$ cat src/rtl/input_port_controller.sv
// input_port_controller: flit FIFO plus IDLE/REQ/FWD packet controller for one router input port.
// Ports: clk/rst (async active-high); in_data/in_valid/in_ready link side; head_flit/decoded_request
// routing decoder loop; request/request_valid/grant switch allocator; out_data/out_valid/out_ready
// crossbar side; drop_error pulses when a flit arrives outside a packet and is discarded.
module input_port_controller #(
  parameter int N             = 4,
  parameter int DATA_WIDTH    = 8,
  parameter int PhitPerFlit   = 2,
  parameter int REQUEST_WIDTH = 2,
  parameter int FIFO_DEPTH    = 4
) (
  input  logic                              clk,
  input  logic                              rst,
  input  logic [PhitPerFlit*DATA_WIDTH-1:0] in_data,
  input  logic                              in_valid,
  output logic                              in_ready,
  output logic [PhitPerFlit*DATA_WIDTH-1:0] head_flit,
  input  logic [REQUEST_WIDTH-1:0]          decoded_request,
  output logic [REQUEST_WIDTH-1:0]          request,
  output logic                              request_valid,
  input  logic                              grant,
  output logic [PhitPerFlit*DATA_WIDTH-1:0] out_data,
  output logic                              out_valid,
  input  logic                              out_ready,
  output logic                              drop_error
);
  localparam int FLIT_W = PhitPerFlit * DATA_WIDTH;
  localparam int AW     = $clog2(FIFO_DEPTH);
  localparam int CW     = AW + 1;
  if (N < 2 || FIFO_DEPTH < 2 || (FIFO_DEPTH & (FIFO_DEPTH - 1)) != 0) begin : g_bad_params
    $error("input_port_controller: N must be >= 2 and FIFO_DEPTH a power of two >= 2");
  end
  typedef enum logic [1:0] {IDLE, REQ, FWD} state_t;
  state_t                   state_q, state_d;
  logic [FLIT_W-1:0]        mem_q [FIFO_DEPTH];
  logic [FLIT_W-1:0]        mem_d [FIFO_DEPTH];
  logic [AW-1:0]            wr_q, wr_d, rd_q, rd_d;
  logic [CW-1:0]            cnt_q, cnt_d;
  logic [REQUEST_WIDTH-1:0] req_q, req_d;
  logic [FLIT_W-1:0]        front;
  logic                     empty, push, pop, is_head, is_tail;
  assign front     = mem_q[rd_q];
  // type code 01 head, 00 body, 10 tail, 11 single: bit 0 marks a head, bit 1 a tail
  assign is_head   = front[FLIT_W-2];
  assign is_tail   = front[FLIT_W-1];
  assign empty     = cnt_q == '0;
  assign in_ready  = cnt_q != CW'(FIFO_DEPTH);
  assign push      = in_valid & in_ready;
  assign head_flit = front;
  assign out_data  = front;
  assign request   = req_q;
  always_comb begin
    request_valid = state_q != IDLE;
    out_valid     = (state_q == FWD) & ~empty;
    drop_error    = (state_q == IDLE) & ~empty & ~is_head;
    pop           = drop_error | (out_valid & out_ready);
  end
  always_comb begin
    state_d = state_q;
    req_d   = req_q;
    case (state_q)
      IDLE: if (!empty && is_head) begin
        state_d = REQ;
        req_d   = decoded_request;
      end
      REQ:     state_d = grant ? FWD : REQ;
      FWD:     state_d = (pop && is_tail) ? IDLE : FWD;
      default: state_d = IDLE;
    endcase
  end
  always_comb begin
    mem_d = mem_q;
    if (push) mem_d[wr_q] = in_data;
    wr_d  = wr_q + AW'(push);
    rd_d  = rd_q + AW'(pop);
    cnt_d = cnt_q + CW'(push) - CW'(pop);
  end
  always_ff @(posedge clk or posedge rst) begin
    if (rst) begin
      state_q <= IDLE;
      mem_q   <= '{default: '0};
      wr_q    <= '0;
      rd_q    <= '0;
      cnt_q   <= '0;
      req_q   <= '0;
    end else begin
      state_q <= state_d;
      mem_q   <= mem_d;
      wr_q    <= wr_d;
      rd_q    <= rd_d;
      cnt_q   <= cnt_d;
      req_q   <= req_d;
    end
  end
endmodule
$ cat config.mk
export PLATFORM = sky130hd
export DESIGN_NAME = input_port_controller
export DESIGN_NICKNAME = d
export VERILOG_FILES = /design/src/rtl/input_port_controller.sv
export SDC_FILE = /design/constraint.sdc
export NUM_CORES = 1
export LEC_CHECK = 0
export BUFFER_PORTS_ARGS = -buffer_cell sky130_fd_sc_hd__buf_2
export CORE_ASPECT_RATIO = 0.75
export CORE_MARGIN = 3
export CORE_UTILIZATION = 50
export DETAILED_ROUTE_END_ITERATION = 8
export MAX_ROUTING_LAYER = met4
export PLACE_DENSITY = 0.74
export SYNTH_ARGS = -nofsm -noshare
export SYNTH_HDL_FRONTEND = slang
export SYNTH_SLANG_ARGS = --single-unit
$ cat constraint.sdc
create_clock -name clk -period 4.6 [get_ports clk]
set_clock_uncertainty 0.05 [all_clocks]
set_input_delay 0.92 -clock clk [delete_from_list [all_inputs] [get_ports clk]]
set_output_delay 0.92 -clock clk [all_outputs]
set_load 0.005 [all_outputs]
==> metrics <==
status=finished clean; min Tclk post-route=approximately 3100 ps; Final Hold Vio Count=0; htree depth=3; clock slew at reported path FFs=~80 ps; overall routing resource usage=17.8%; fin crit share=around two thirds; ANT cells=0; TritonCTS Buffers=9; I/O pins=~60; worst reg2reg path depth=10; Seq/Total Area, Yosys=51.5%; Slew HR=around 36%; layout cell share with drive strength beyond 1=roughly three fifths; WP data arrival=2080 ps; Critical Path Fanout Max=17; largest net degree at the start of global routing=76; FF-to-FF Start=rd_q[1]; Area Growth Syn to Fin=11.5%; Vert. Die Dim=between 70 and 80 um; leak pwr=about 1.9 nW; worst hold path depth=1; syn nets=roughly 250; Core Region=between 6000 and 7000 sq um; CP max stage cell=dfrtp_1; setup TNS=0 ps; Detail Route Antenna Nets=0; fin. max-slew vios=0; Initial Util=a little over half; width of the die=approximately 100 um; delay of the slowest cell on the worst path=roughly 1000 ps; yosys warns=0; vias in the first global route=between 2,000 and 2,500; initial antenna violation count=0; Avg Inst Size Synth=16.6 sq um; pre-CTS WS=approximately 1600 ps; full die area=8360 sq um; Total Wirelength=around 6.5 mm; Primary FF master, synth=dfrtp_1; Critical Path RT=3630 ps; first-pass GRT wire length=around 11 mm; critical path cell sequence=mux4_2 > buf_2; Critical Path End Type=primary output; reg-to-reg slack, setup=roughly 1600 ps; GPL Wtd Cong=slightly above 0.7; CP Class=flop to primary output; hold path endpoint=mem_q[51]; post-layout util=roughly three fifths; Post-CTS Setup Inserts=0; hold_sp=mem_q[51]; met2 usage=25.8%; Power Dens Cells=between 800 and 900 nW/um^2; FP Rows=26; Clock Root Buffer=clkbuf_8; RSZ-0062 raised after global routing=false; DP HPWL=a little over 4 mm; Max IR drop VDD=approximately 0.36 mV; via count=just under 2,000; worst reg2reg endpoint=cnt_q[2]; ys async rst share=between 90% and 100%; # DRC=0; DRT iter0 DRCs=47; Clock Path Buffers=2; Mapped Cells=about 220; CTS tree=built; Hold/Removal Path Class=flop to flop; max_cap viols=0; met3 usage=6.39%; CTS Sinks=75; most frequent cells in the layout=dfrtp_1, buf_2, mux2_2; number of nets in the layout=approximately 300; commonest non-fill, non-tap cell in the layout=dfrtp_1; Syn Std Cell Area=approximately 3600 sq um; Remaining Overflow, GRT=0; Setup crit start kind=flop; count of buffers from port buffering=60; Worst-Margin Slew=957 ps; final setup violation count=0; vias per std cell=~5.2; Detailed Routing Iterations Pass 1=4; Post-CTS Resized=0; Final Worst Setup Slack=approximately 1500 ps; drt wl/cell=about 17 um; M1 GR Usage=24.5%; clk_lat worst skew=between 300 and 400 ps; Synth cell types=28; CTS Hold Buffers Added=0; Post-synth EDFFs=0; #FFs+latches synth=75; GRT Max-Usage Layer=met2; maximum clock rate=328 MHz
cells in the mapped netlist, drive strengths merged, types with 2 or more instances:
| master | number | share of area (%) |
|---|---|---|
| buf | 26 | 6.5 |
| xnor2 | 2 | 0.48 |
| dfrtp | 75 | 51 |
| nand3 | 2 | 0.76 |
| nand4b | 2 | 1.3 |
| ha | 4 | 1.4 |
| mux4 | 16 | 9.9 |
| nor2 | 3 | 0.31 |
| mux2 | 66 | 23 |
| xor2 | 2 | 0.48 |
| nand2 | 4 | 0.41 |
| inv | 7 | 0.72 |
metal layers:
metal  share of wire [%]  routed length, um
met5                   0                  0
met4                0.56                 36
met3                 5.4                350
met2                  46               2950
met1                  48               3120
registers in the layout, indices dropped and copies added (netlist names):
name and cells:
rd_q 2, request 2, state_q 2, cnt_q 3
wr_q 2, mem_q 64
area by class of cell:
| type | count | area, sq um |
|---|---|---|
| fill | 565 | 2860 |
| tap | 98 | 123 |
| clock inverter | 4 | 73.8 |
| clock buffer | 12 | 145 |
| inverter | 7 | 26.3 |
| sequential | 75 | 1880 |
| timing repair buffer | 62 | 315 |
| multi-input combinational | 111 | 1510 |
logic make-up (layout without fill, tap and decap cells):
kind of cell / count (synthesis) / in the layout / synth area share, %
adders and majority gates: 5 / 5 / 1.92
AOI/OAI and AO/OA: 4 / 4 / 0.892
xor gates and xnor gates: 4 / 4 / 0.961
and+or+nand+nor: 16 / 16 / 4.15
muxes: 82 / 82 / 33.4
DFF: 75 / 75 / 51.5
buffers and inverters: 33 / 85 / 7.24
worst max-delay path: cells and delay by family, from the launching register on:
kind                   cells  cell delay [ps]
flip-flops                 1              980
multiplexers               1              610
buffers and inverters      1              140
worst max path at each step:
stage	start	endpoint	slack, ps	depth (start not counted)
CTS	rd_q[1]	out_data[3]	1510	2
floorplan	rst	cnt_q[0]	1720	1
finish	rd_q[1]	out_data[3]	1550	2
global route	rd_q[1]	cnt_q[2]	1390	10
global placement	rd_q[1]	cnt_q[2]	1750	10
detailed placement	rd_q[1]	cnt_q[2]	1600	10
per-stage QoR:
stage | area [sq um] | hold WS [ps] | std cells | total power [mW]
after floorplan | 3650 | 424 | 219 | 2.50
after global placement | 3850 | 433 | 353 | 2.73
after detailed placement | 3850 | 440 | 353 | 2.79
after CTS | 4070 | 458 | 369 | 3.36
after global routing | 4070 | 476 | 369 | 3.56
final | 4070 | 456 | 369 | 3.31
where the power goes:
group / switching, mW / total, mW / internal [mW]
combinational: 0.570 / 1.51 / 0.937
sequential: 0.239 / 1.24 / 1.01
clock: 0.238 / 0.559 / 0.321
total: 1.05 / 3.31 / 2.26
No activity file was read; power rests on OpenSTA's default activity.
